**config.mk**
```make
export PLATFORM = sky130hd
export DESIGN_NAME = pl_to_ps_fifo_arbiter
export DESIGN_NICKNAME = d
export VERILOG_FILES = /design/src/rtl/pl_to_ps_arb_pkg.sv /design/src/rtl/pl_to_ps_rr_select.sv /design/src/rtl/pl_to_ps_fifo_arbiter.sv
export SDC_FILE = /design/constraint.sdc
export NUM_CORES = 1
export LEC_CHECK = 0
export ABC_AREA = 1
export ABC_CLOCK_PERIOD_IN_PS = 6070
export BUFFER_PORTS_ARGS = -buffer_cell sky130_fd_sc_hd__buf_2
export CORE_MARGIN = 10
export CORE_UTILIZATION = 58
export DETAILED_ROUTE_END_ITERATION = 7
export HOLD_SLACK_MARGIN = 0.12
export PLACE_DENSITY = 0.86
export SETUP_SLACK_MARGIN = 0.05
export SLEW_MARGIN = 5
export SYNTH_ARGS = -nofsm -noshare
export SYNTH_HDL_FRONTEND = slang
export SYNTH_SLANG_ARGS = --single-unit
```
**constraint.sdc**
```tcl
create_clock -name clk_i -period 6.07 [get_ports clk_i]
set_input_delay 0.607 -clock clk_i [delete_from_list [all_inputs] [get_ports clk_i]]
set_output_delay 0.607 -clock clk_i [all_outputs]
set_load 0.005 [all_outputs]
```
**src/rtl/pl_to_ps_arb_pkg.sv**
```systemverilog
// Shared types and constants for the PL-to-PS FIFO arbiter.
package pl_to_ps_arb_pkg;

    typedef enum logic {
        IDLE   = 1'b0,
        LOCKED = 1'b1
    } arb_state_e;

    localparam int unsigned beat_cnt_width_gp = 32;

endpackage

```
**src/rtl/pl_to_ps_rr_select.sv**
```systemverilog
// Rotating-priority selector: first asserted request at or above rr_ptr_i, wrapping.
module pl_to_ps_rr_select #(
    parameter  int unsigned num_req_p = 4,
    localparam int unsigned idx_w_lp  = $clog2(num_req_p)
) (
    input  logic [num_req_p-1:0] req_i,
    input  logic [idx_w_lp-1:0]  rr_ptr_i,
    output logic [idx_w_lp-1:0]  sel_o,
    output logic                 any_v_o
);

    logic [idx_w_lp-1:0] idx;

    always_comb begin
        sel_o   = '0;
        any_v_o = 1'b0;
        idx     = '0;
        for (int unsigned k = 0; k < num_req_p; k++) begin
            idx = idx_w_lp'((32'(rr_ptr_i) + k) % num_req_p);
            if (!any_v_o && req_i[idx]) begin
                any_v_o = 1'b1;
                sel_o   = idx;
            end
        end
    end

endmodule

```
**src/rtl/pl_to_ps_fifo_arbiter.sv**
```systemverilog
// Round-robin arbiter with burst locking feeding the PL-to-PS FIFO; data passes through
// combinationally, and per-requester saturating beat counters are kept for the PS.
module pl_to_ps_fifo_arbiter
    import pl_to_ps_arb_pkg::*;
#(
    parameter  int unsigned num_req_p     = 4,
    parameter  int unsigned width_p       = 32,
    parameter  int unsigned burst_width_p = 4,
    localparam int unsigned idx_w_lp      = $clog2(num_req_p)
) (
    input  logic                                          clk_i,
    input  logic                                          reset_i,
    input  logic [num_req_p-1:0][width_p-1:0]             req_data_i,
    input  logic [num_req_p-1:0]                          req_v_i,
    output logic [num_req_p-1:0]                          req_yumi_o,
    input  logic [burst_width_p-1:0]                      burst_len_i,
    output logic [width_p-1:0]                            data_o,
    output logic                                          v_o,
    input  logic                                          ready_i,
    output logic [idx_w_lp-1:0]                           grant_id_o,
    input  logic                                          cnt_clear_i,
    output logic [num_req_p-1:0][beat_cnt_width_gp-1:0]   beat_cnt_o
);

    arb_state_e                                      state_q;
    logic [idx_w_lp-1:0]                             rr_ptr_q;
    logic [idx_w_lp-1:0]                             owner_q;
    logic [burst_width_p-1:0]                        remaining_q;
    logic [num_req_p-1:0][beat_cnt_width_gp-1:0]     beat_cnt_q;

    logic [idx_w_lp-1:0]      sel;
    logic                     any_v;
    logic                     xfer;
    logic [burst_width_p-1:0] eff_len;

    function automatic logic [idx_w_lp-1:0] wrap_inc(input logic [idx_w_lp-1:0] i);
        return (i == idx_w_lp'(num_req_p - 1)) ? '0 : i + idx_w_lp'(1);
    endfunction

    pl_to_ps_rr_select #(
        .num_req_p (num_req_p)
    ) u_rr_select (
        .req_i    (req_v_i),
        .rr_ptr_i (rr_ptr_q),
        .sel_o    (sel),
        .any_v_o  (any_v)
    );

    assign eff_len = (burst_len_i == '0) ? burst_width_p'(1) : burst_len_i;

    // Zero-latency output mux: lock owner when LOCKED, else the rotating selection.
    always_comb begin
        v_o        = 1'b0;
        grant_id_o = '0;
        data_o     = '0;
        if (state_q == LOCKED) begin
            v_o        = req_v_i[owner_q];
            grant_id_o = owner_q;
            data_o     = req_data_i[owner_q];
        end else if (any_v) begin
            v_o        = 1'b1;
            grant_id_o = sel;
            data_o     = req_data_i[sel];
        end
        if (reset_i) begin
            v_o = 1'b0;
        end
    end

    assign xfer       = v_o & ready_i;
    assign req_yumi_o = xfer ? (num_req_p'(1) << grant_id_o) : '0;
    assign beat_cnt_o = beat_cnt_q;

    always_ff @(posedge clk_i) begin
        if (reset_i) begin
            state_q     <= IDLE;
            rr_ptr_q    <= '0;
            owner_q     <= '0;
            remaining_q <= '0;
        end else begin
            case (state_q)
                IDLE: begin
                    if (xfer) begin
                        if (eff_len == burst_width_p'(1)) begin
                            rr_ptr_q <= wrap_inc(sel);
                        end else begin
                            state_q     <= LOCKED;
                            owner_q     <= sel;
                            remaining_q <= eff_len - burst_width_p'(1);
                        end
                    end
                end
                LOCKED: begin
                    // Owner dropping valid releases the lock without a beat.
                    if (!req_v_i[owner_q]) begin
                        state_q  <= IDLE;
                        rr_ptr_q <= wrap_inc(owner_q);
                    end else if (xfer) begin
                        remaining_q <= remaining_q - burst_width_p'(1);
                        if (remaining_q == burst_width_p'(1)) begin
                            state_q  <= IDLE;
                            rr_ptr_q <= wrap_inc(owner_q);
                        end
                    end
                end
                default: state_q <= IDLE;
            endcase
        end
    end

    // Saturating beat counters; clear wins over a same-cycle beat.
    always_ff @(posedge clk_i) begin
        if (reset_i || cnt_clear_i) begin
            beat_cnt_q <= '0;
        end else if (xfer && (beat_cnt_q[grant_id_o] != '1)) begin
            beat_cnt_q[grant_id_o] <= beat_cnt_q[grant_id_o] + beat_cnt_width_gp'(1);
        end
    end

endmodule

```
## Word level (Yosys, flattened, before mapping)

Cells that the tools add are included.
Widths: inputs -> output; s select.

- Flip-flop bits (word level): 137
- Bits in latches: 0
- RAM bits: 0
- ROM bits: 0
- Bits of input ports: 140
- Output and inout port bits: 167
- Logic and storage cells: 108
- Memories: 0

- $add $sub $neg: 8
- Multipliers: 0
- Divide/modulo/power cells: 0
- Order comparisons: 8
- Equal/unequal tests: 12
- Shift-type cells: 1
- Multiplexer cells: 55
- Bitwise operators: 3
- Reduce and logical (&&, ||, !) cells: 13

Operators with widths:

| cell | count |
|---|---|
| $bmux 32 s2 | 3 |
| $mux 32 | 6 |
| $bwmux 128 | 1 |
| $demux 32 s2 | 1 |
| $add 32x1->32 const B | 1 |
| $ne 32x32->1 const B | 1 |
| $mux 2 | 13 |
| $mux 4 | 6 |
| $lt 2x3->1 const B | 7 |
| $mux 1 | 17 |
| $bmux 1 s2 | 5 |
| $eq 4x1->1 const B | 2 |
| $pmux 4 s2 | 1 |
| $reduce_and 4->1 | 2 |
| $sub 4x1->4 const B | 2 |
| $add 2x1->2 const B | 3 |
| $ne 2x2->1 const B | 3 |
| $logic_and 1x1->1 | 5 |
| $add 2x2->2 const B | 2 |
| $eq 2x2->1 const B | 2 |
| $logic_not 4->1 | 1 |
| $ne 2x1->1 const B | 2 |
| $pmux 2 s2 | 1 |
| $shl 1x2->4 const A | 1 |
| other kinds (9) | 12 |

## Longest topological paths before layout

Gate-level depths: netlist of the first run.

- Word-level depth: 19
- Depth in mapped cells: 28
- Mapped depth without buffers: 26

## By module

From an unflattened synthesis of the first run, not the netlist that was laid out.

- Cell total of the unflattened synthesis: 2,150
- Area, all modules: 11,589.9 um^2

Modules (own cells, without submodules):

| module | times used | cells an instance | area an instance (um^2) |
|---|---|---|---|
| pl_to_ps_fifo_arbiter | 1 | 2,091 | 11,270.8 |
| pl_to_ps_rr_select | 1 | 59 | 319.1 |

## Least setup slack after synthesis of the first run

OpenSTA, ideal clock, no wires.

- Kind: in2reg
- From: input req_v_i[2]
- To: register beat_cnt_q, in the netlist beat_cnt_o[106]
- Arrival: 3.207 ns
- Data required time: 5.957 ns
- Slack: 2.751 ns
- Stages on the path: 24
- Path buffers: 2
- Path through: inv_1 nand2_1 nand3_1 nand2_2 nor2_4 nand3_2 nand2_1 nand3_2 nand2_2 buf_4 buf_2 o21ai_0 nand2_1 nand2_1 inv_2 ha_1 nand3_1 nor2_2 nand2_1 nor2_1 xor2_1 nand2_1 nand2_1 nor2_1

- Word-level cells in the longest chain between the ends: 19
- Elaborated cells on any way between the ends: 41
- Those cells by class: add/sub: 1; order compare: 2; eq/ne: 1; mux: 28; bitwise: 1; reduce/logical: 8

RTL lines:

| what | RTL line | RTL |
|---|---|---|
| start, declared | pl_to_ps_fifo_arbiter.sv:14 | `input logic [num_req_p-1:0] req_v_i,` |
| $bmux 1 s2 | pl_to_ps_rr_select.sv:20 | `if (!any_v_o && req_i[idx]) begin` |
| $mux 1 (not written as such) | pl_to_ps_rr_select.sv:20 |  |
| $mux 1 | pl_to_ps_rr_select.sv:20 |  |
| $logic_not 1->1 | pl_to_ps_rr_select.sv:20 |  |
| $logic_and 1x1->1 | pl_to_ps_rr_select.sv:20 |  |
| $mux 1 | pl_to_ps_rr_select.sv:20 |  |
| $logic_not 1->1 | pl_to_ps_rr_select.sv:20 |  |
| $logic_and 1x1->1 | pl_to_ps_rr_select.sv:20 |  |
| $mux 1 | pl_to_ps_rr_select.sv:20 |  |
| $logic_not 1->1 | pl_to_ps_rr_select.sv:20 |  |
| $logic_and 1x1->1 | pl_to_ps_rr_select.sv:20 |  |
| $mux 2 / $mux 1 (equally long branches) | pl_to_ps_rr_select.sv:20 |  |
| $mux 2 (*) | pl_to_ps_fifo_arbiter.sv:60 | `end else if (any_v) begin` |
| $mux 2 (*) | pl_to_ps_fifo_arbiter.sv:56 | `if (state_q == LOCKED) begin` |
| via grant_id_o[0] | pl_to_ps_fifo_arbiter.sv:20 | `output logic [idx_w_lp-1:0] grant_id_o,` |
| parallel branches: the longest is 5 deep, another holds $add 32x1->32 | -- |  |
| end signal, assigned by index | pl_to_ps_fifo_arbiter.sv:116 | `beat_cnt_q[grant_id_o] <= beat_cnt_q[grant_id_o] + beat_cnt_width_gp'(1);` |
| end, declared | pl_to_ps_fifo_arbiter.sv:29 | `logic [num_req_p-1:0][beat_cnt_width_gp-1:0] beat_cnt_q;` |

Mark *: on every way through the listed nets, which the timed path passes. The select of a mux whose other input is x is not followed.
A chain may end at the register's enable or synchronous reset.

## Worst setup path after layout of the first run

- From: register rr_ptr_q[0]
- To: register beat_cnt_q, in the netlist beat_cnt_o[57]

- Word-level cells in the longest chain between the ends: 19
- Elaborated cells on any way between the ends: 42
- Those cells by class: add/sub: 4; order compare: 2; eq/ne: 1; mux: 26; bitwise: 1; reduce/logical: 8

RTL lines:

| what | RTL line | RTL |
|---|---|---|
| start, declared | pl_to_ps_fifo_arbiter.sv:26 | `logic [idx_w_lp-1:0] rr_ptr_q;` |
| start signal, assigned | pl_to_ps_fifo_arbiter.sv:85 | `rr_ptr_q <= wrap_inc(sel);` |
| start signal, assigned | pl_to_ps_fifo_arbiter.sv:97 | `rr_ptr_q <= wrap_inc(owner_q);` |
| start signal, assigned | pl_to_ps_fifo_arbiter.sv:102 | `rr_ptr_q <= wrap_inc(owner_q);` |
| parallel branches: the longest is 19 deep, another holds $add 2x1->2 | -- |  |

Several ways; the timed one is not identified. The select of a mux whose other input is x is not followed.

==> results.env, run 1 <==
NETLIST-CELL-TYPE-COUNT=35
GP_CONGESTION=0.965
WORST_EP_REQUIRED_TIME_NS=6.37
CTS_SETUP_BUFFERS=0
SYNTH.FF_LATCH_COUNT=137
CLK_PATH_BUF_DEPTH=2
MOST_REPEATED_CELL_IN_THE_GATE_LEVEL_NETLIST_AFTER_SYNTHESIS='nand2_1'
WL_PER_CELL_UM=16.1
SYNTH_TOP_AREA_SHARE=0.259
VIAS_PER_CELL=5.52
CTS-HOLD-FIX-BUFFERS=0
TIMING.FINAL.HOLD_VIOLATIONS=0
CRIT_TYPE='reg -> reg'
CLOCK_INSERTION_DELAY_WORST_SKEW_NS=0.42
STD_CELL_ROWS=49
FILLERS=1622
FRACTION_OF_SYNTHESIS_FLOPS_USING_AN_ASYNCHRONOUS_SET_OR_RESET_PIN=0
SETUP.REG_TO_REG.WORST_SLACK_NS=0.81
CELLPOWERDENSITY_nW_PER_UM2=287
GRT_FIRST_PASS_WIRELENGTH_MM=61.2
NUMBER_OF_CLOCK_SINKS=137
OUTCOME='completed'
CORE-AREA_SQ_UM=18000
DETAIL_ROUTE.DRC_VIOLATIONS=0
PERIOD_SHARE=0.866
GRT_START_MAX_NET_PINS=71
CTS_INSERTED_BUFFERS=17
PATH_CLASS_OF_THE_LOWEST_SLACK_MIN_DELAY_PATH='reg -> reg'
IO_PINS=307
GRT_SETUP_UNREPAIRED='no'
DRT_PRE_ANTENNA_ITERS=7
ANTENNA_VIOLATING_NETS_POST_ROUTE=0
PLACED_CELLS_INCL_TAPS=2345
SYNTHTOPCELLSBYAREA='dfxtp_1 26%, nand2_1 22%, nor2_1 17%'
GRT.TOTAL_USAGE=0.302
CLOCK_TREE.HTREE_LEVEL_COUNT=4
SLEW_HEADROOM=0.260
DRTITER0DRC=985
SYNTH-EDFF-COUNT=0
FIN_TNS_SETUP_NS=0
CHIPHEIGHT_UM=155
POSTSYNTHAREAPERCELL_SQ_UM=5.54
GRT.OVERFLOW.TOTAL=0
WORST_SLEW_PIN_SLEW_NS=1.11
YS.WARNINGS.COUNT=0
CELL_TYPES_WITH_THE_HIGHEST_COUNTS_AFTER_SYNTHESIS='612 x nand2_1, 478 x nor2_1, 172 x inv_1'
CP-END-KIND='flop'
DIEWIDTH_UM=155
SYNTH.CELL_AREA_SQ_UM=10600
INITIAL_UTILIZATION=0.590
FINAL-MAX-SLEW-VIOLATION-COUNT=0
ROUTED_WL_MM=38.3
SEQ_AREA_FRAC_SYNTH=0.259
WORST_CASE_CLOCK_SKEW_NS=0.0128
DRIVE_GT1_FRAC=0.182
FMAXACHIEVABLE_GHz=0.190
PEAKVDDDROP_V=0.000224
PLACE.DETAILED.HPWL_MM=27.1
CRIT_PATH_MAX_FANOUT=56
VIAS=13200
CTS_TREE='yes'
POWER_LEAKAGE_nW=6.52
SYNTH-MAIN-FF-CELL='dfxtp_1'
YOSYS.AREA.TOP_TYPE='dfxtp_1'
FIN_CRIT_PERIOD_NS=5.26
SYNTH_NETS=2056
CRITPATHLAUNCHTYPE='flop'
GRT_ANTENNA_BEFORE_REPAIR=7
WORST_SETUP_HOLD_PATH_CLK_SLEW_NS=0.06
RELATIVE_AREA_CHANGE_FROM_SYNTHESIS_TO_FINAL_LAYOUT_PCT=18.8
CTS_RESIZED=0
CTS_ROOT_BUFFER='clkbuf_16'
FIRST_GLOBAL_VIAS=12600
WORST-ENDPOINT-ARRIVAL_NS=5.56
LAYOUTNONFILLERINSTCOUNT=2386
FLOORPLAN.DIE_AREA_SQ_UM=24100
SYN-INSTANCE-COUNT=1911
TIMING.FINAL.SETUP_VIOLATIONS=0
MAXCAPVIOLCOUNT=0
BUFFER_PORTS.INSERTED=306
NETS=2280
-- sequential cells by signal (all words and copies together), names as in the netlist --
signal	cells
beat_cnt_o	128
owner_q	2
remaining_q	4
rr_ptr_q	2
state_q	1
-- stage by stage --
step	hold WS (ns)	utilization	total power, mW	setup WS, ns	area (sq um)
2_1_floorplan	0.483	-	2.06	2.75	10600
3_3_place_gp	0.487	0.664	2.46	1.15	11900
3_5_place_dp	0.487	0.664	2.49	1.01	11900
4_1_cts	0.496	0.699	3.59	0.908	12600
5_1_grt	0.524	0.700	3.83	0.356	12600
6_report	0.497	0.700	3.61	0.815	12600
-- metal layers --
metal	vias to the layer above	global-route usage	routed length [um]
met5	-	0	0
met3	123	0.0866	4000
met1	5930	0.336	14300
met2	698	0.506	18100
met4	0	0.177	1960
li1	6419	-	-
-- critical path, cell delays in order, from the launching register on --
cell and delay (ns):
dfxtp_1 0.53, inv_1 0.23, nand2_1 0.12, nand2_2 0.09, nand2_1 0.07, nand2_1 0.07, a21oi_1 0.14, nand2_1 0.12
nand3_2 0.10, buf_4 0.51, nand2_2 0.62, buf_12 0.38, nand2_1 0.07, o21ai_0 0.08, nand2_1 0.06, nand2_1 0.17
nor2_1 0.17, nand2_1 0.11, nor2_2 0.19, nand2_4 0.15, o21ai_4 0.74, nand2_1 0.15, nand2_1 0.13, nor2_1 0.07
-- cell families after synthesis --
group / share of synthesized area
DFF: 0.259
and+or+nand+nor: 0.459
xor gates and xnor gates: 0.0124
adders and majority gates: 0.00591
buffers and inverters: 0.122
AOI/OAI and AO/OA: 0.142
-- layout by cell type (no fill, tap or decap), types with 11 or more instances in the layout --
master and instances:
xor2_1 11, inv_1 171, o21ai_0 137, o22ai_1 32, dfxtp_1 136, o32ai_1 20
nand3b_1 25, a21oi_1 28, o211ai_1 12, nor2_1 477, clkbuf_16 17, nor4_1 12
buf_4 16, nand3_1 48, nand2_1 610, buf_2 306
-- where the power goes --
group | switching (mW) | total, mW | internal (mW)
Combinational | 1.05 | 1.55 | 0.502
Clock | 0.418 | 1.11 | 0.689
Sequential | 0.0241 | 0.954 | 0.930
Total | 1.49 | 3.61 | 2.12
-- layout make-up --
class,count,area (sq um),share of cell area
timing repair buffer,323,1670,0.133
clock inverter,10,141,0.0112
antenna,10,25.0,0.00199
tap,229,287,0.0228
inverter,174,653,0.0519
multi-input combinational,1482,6580,0.523
sequential,137,2740,0.218
clock buffer,21,480,0.0382
-- path summary, 6_finish.rpt --
check / startpoint / depth (start not counted) / to
setup / recovery: rr_ptr_q[0]$_SDFFE_PP0P_ / 23 / beat_cnt_o[57]$_SDFFE_PP0P_
hold / removal: beat_cnt_o[71]$_SDFFE_PP0P_ / 2 / beat_cnt_o[71]$_SDFFE_PP0P_
setup reg to reg: rr_ptr_q[0]$_SDFFE_PP0P_ / 23 / beat_cnt_o[57]$_SDFFE_PP0P_
hold reg to reg: beat_cnt_o[71]$_SDFFE_PP0P_ / 2 / beat_cnt_o[71]$_SDFFE_PP0P_
(Power assumes the default switching activity.)
==> inputs of run 2 (changes only) <==
--- a/config.mk
+++ b/config.mk
@@ -5,14 +5,13 @@
 export SDC_FILE = /design/constraint.sdc
 export NUM_CORES = 1
 export LEC_CHECK = 0
-export ABC_AREA = 1
 export ABC_CLOCK_PERIOD_IN_PS = 6070
 export BUFFER_PORTS_ARGS = -buffer_cell sky130_fd_sc_hd__buf_2
 export CORE_MARGIN = 10
-export CORE_UTILIZATION = 58
+export CORE_UTILIZATION = 57
 export DETAILED_ROUTE_END_ITERATION = 7
 export HOLD_SLACK_MARGIN = 0.12
-export PLACE_DENSITY = 0.86
+export PLACE_DENSITY = 0.85
 export SETUP_SLACK_MARGIN = 0.05
 export SLEW_MARGIN = 5
 export SYNTH_ARGS = -nofsm -noshare
==> run 2 against run 1 <==
Against the previous run: synthesized cell count is 36% lower; sequential cell count is the same; global-route usage grew 1.4 points; routed wire length rose by 4.6%; critical path type is now reg -> out; worst hold slack improved by 0.0017 ns; total power is 18% lower; sequential share of layout area rose by 0.27 points.
==> results.env, run 2 <==
DIEWIDTH_UM=154
DPL-INSTANCE-AREA_SQ_UM=11800
PERIOD_SHARE=0.777
GRT_SETUP_UNREPAIRED='no'
ANTENNA_VIOLATING_NETS_POST_ROUTE=0
WORST_SETUP_HOLD_PATH_CLK_SLEW_NS=0.06
GRT_START_MAX_NET_PINS=78
WORST_SLEW_PIN_SLEW_NS=1.12
CTS_RESIZED=0
BUFFER_PORTS.INSERTED=306
ROUTED_WL_MM=40.1
CORE-AREA_SQ_UM=17800
CRIT_PATH_MAX_FANOUT=44
CTS_TREE='yes'
FINALPOWER_mW=2.97
STD_CELL_ROWS=49
CRIT_TYPE='reg -> out'
PRE_CTS_WS_NS=1.13
VIAS_PER_CELL=6.79
CLOCK_TREE.HTREE_LEVEL_COUNT=4
CRITPATHSLOWESTCELL='dfxtp_4'
YS.WARNINGS.COUNT=0
CLK_PATH_BUF_DEPTH=2
NETLIST-CELL-TYPE-COUNT=75
GRT.OVERFLOW.TOTAL=0
MOST_REPEATED_CELL_IN_THE_GATE_LEVEL_NETLIST_AFTER_SYNTHESIS='nor2_1'
GRT_FIRST_PASS_WIRELENGTH_MM=61.9
DRT_PRE_ANTENNA_ITERS=6
SLEW_HEADROOM=0.245
SEQUENTIAL_STANDARD_CELL_AREA_SQ_UM=2750
INITIAL_UTILIZATION=0.575
FIN_WS_NS=1.35
PLACE.DETAILED.HPWL_MM=29.0
SYNTH.CELL_AREA_SQ_UM=10300
NETS=1611
CTS-HOLD-FIX-BUFFERS=0
FIN_CRIT_PERIOD_NS=4.72
FILLERS=1405
NUMBER_OF_CLOCK_SINKS=137
POSTSYNTHAREAPERCELL_SQ_UM=8.35
CP-END-KIND='primary output'
TIMING.FINAL.HOLD_VIOLATIONS=0
TIMING.FINAL.SETUP_VIOLATIONS=0
MULTI_INPUT_COMB_AREA_SQ_UM=6980
LARGEST_REG_FLOPS=128
WL_PER_CELL_UM=23.4
REG2REGPATHDEPTH=10
GP_CONGESTION=0.961
FINAL.HOLD.WORST_SLACK_NS=0.499
PEAKVDDDROP_V=0.000195
POWER_LEAKAGE_nW=5.15
SYNTH-EDFF-COUNT=0
RELATIVE_AREA_CHANGE_FROM_SYNTHESIS_TO_FINAL_LAYOUT_PCT=21.5
MAX_STAGE_DELAY_NS=0.75
PATH_CLASS_OF_THE_LOWEST_SLACK_MIN_DELAY_PATH='reg -> reg'
MIN_PATH_CELLS=2
FMAXACHIEVABLE_GHz=0.212
FIRST_GLOBAL_VIAS=10800
FRACTION_OF_SYNTHESIS_FLOPS_USING_AN_ASYNCHRONOUS_SET_OR_RESET_PIN=0
LAYOUTNONFILLERINSTCOUNT=1712
DETAIL_ROUTE.DRC_VIOLATIONS=0
CRITICAL_PATH.CELL_CHAIN='buf_4 -> mux4_2 -> nand2_1 -> a21oi_1 -> and2_1 -> o21ai_0 -> clkinv_1 -> buf_2'
FINISH.UTILIZATION=0.699
CTS_ROOT_BUFFER='clkbuf_16'
YOSYS.AREA.TOP_TYPE='dfxtp_1'
SYNTH_TOP_AREA_SHARE=0.267
VIAS=11600
PLACED_CELLS_INCL_TAPS=1676
GRT.TOTAL_USAGE=0.317
WORST_CASE_CLOCK_SKEW_NS=0.00870
FINAL_CELL_AREA_SQ_UM=12500
SYNTHTOPCELLSBYAREA='dfxtp_1 27%, mux2i_1 9.7%, mux4_2 7.7%'
CELLPOWERDENSITY_nW_PER_UM2=238
IO_PINS=307
FINAL_COMMON_CELL='buf_2'
OUTCOME='completed'
FLOORPLAN.DIE_AREA_SQ_UM=23800
CTS_INSERTED_BUFFERS=17
DRTITER0DRC=1754
SEQ_AREA_FRAC_SYNTH=0.267
SYNTH.FF_LATCH_COUNT=137
CHIPHEIGHT_UM=154
FINAL-MAX-SLEW-VIOLATION-COUNT=0
CTS_SETUP_BUFFERS=0
MAXCAPVIOLCOUNT=0
SYNTH-MAIN-FF-CELL='dfxtp_1'
CRITPATHLAUNCHTYPE='flop'
SYNTH_NETS=1375
FIN_TNS_SETUP_NS=0
GRT_ANTENNA_BEFORE_REPAIR=4
CELL_TYPES_WITH_THE_HIGHEST_COUNTS_AFTER_SYNTHESIS='141 x nor2_1, 137 x dfxtp_1, 110 x nand2_1'
SYN-INSTANCE-COUNT=1230
CLOCK_INSERTION_DELAY_WORST_SKEW_NS=0.43
HIGHEST_COUNT_CELLS_IN_THE_LAYOUT_IGNORING_FILL_AND_TAPS='306 x buf_2, 138 x nor2_1, 134 x dfxtp_1'
WORST-ENDPOINT-ARRIVAL_NS=4.11
SETUP.REG_TO_REG.WORST_SLACK_NS=1.38
DRIVE_GT1_FRAC=0.302
WORST_EP_REQUIRED_TIME_NS=5.46
run 2: power by group:
group	switching, mW	total [mW]	leakage [nW]	internal [mW]
clock	0.409	1.18	0.322	0.770
sequential	0.0372	0.951	1.11	0.914
combinational	0.506	0.835	3.73	0.330
run 2: kinds of logic (layout without fill, tap and decap cells):
| family | after synthesis | after routing | share of synthesized area |
|---|---|---|---|
| AO/OA/AOI/OAI | 355 | 355 | 0.256 |
| XOR/XNOR | 26 | 26 | 0.0222 |
| adder cells (fa/ha/maj) | 5 | 5 | 0.00609 |
| buffers and inverters | 125 | 374 | 0.0579 |
| flip-flops | 137 | 137 | 0.267 |
| multiplexers | 136 | 136 | 0.176 |
| other | 0 | 4 | 0 |
| AND/OR/NAND/NOR | 446 | 446 | 0.216 |
run 2: worst max-delay path, delay by kind of cell, from the launching register on:
kind | cells | cell delay (ns)
AOI/OAI and AO/OA | 2 | 0.51
buffers and inverters | 3 | 1.41
DFF | 1 | 0.75
muxes | 1 | 0.55
and+or+nand+nor | 2 | 0.44
run 2: path summary, 6_finish.rpt:
| check | endpoint | startpoint |
|---|---|---|
| hold / removal | beat_cnt_o[68]$_SDFFE_PP0P_ | beat_cnt_o[68]$_SDFFE_PP0P_ |
| setup / recovery | req_yumi_o[1] | owner_q[1]$_SDFFE_PP0P_ |
| hold reg to reg | beat_cnt_o[68]$_SDFFE_PP0P_ | beat_cnt_o[68]$_SDFFE_PP0P_ |
| setup reg to reg | beat_cnt_o[14]$_SDFFE_PP0P_ | rr_ptr_q[0]$_SDFFE_PP0P_ |
run 2: layer usage:
metal	up-vias	share of wire	GRT usage
li1	5163	-	-
met3	153	0.11	0.0710
met2	876	0.47	0.514
met4	0	0.046	0.148
met1	5438	0.37	0.391
met5	-	0	0
run 2: final cells by class:
class,count,share of cell area
multi-input cells,968,0.560
flip-flops and latches,137,0.221
repair buffers,332,0.138
clock buffers,23,0.0417
well taps,229,0.0230
clock inverters,9,0.0125
inverters,10,0.00301
diodes,4,0.000802
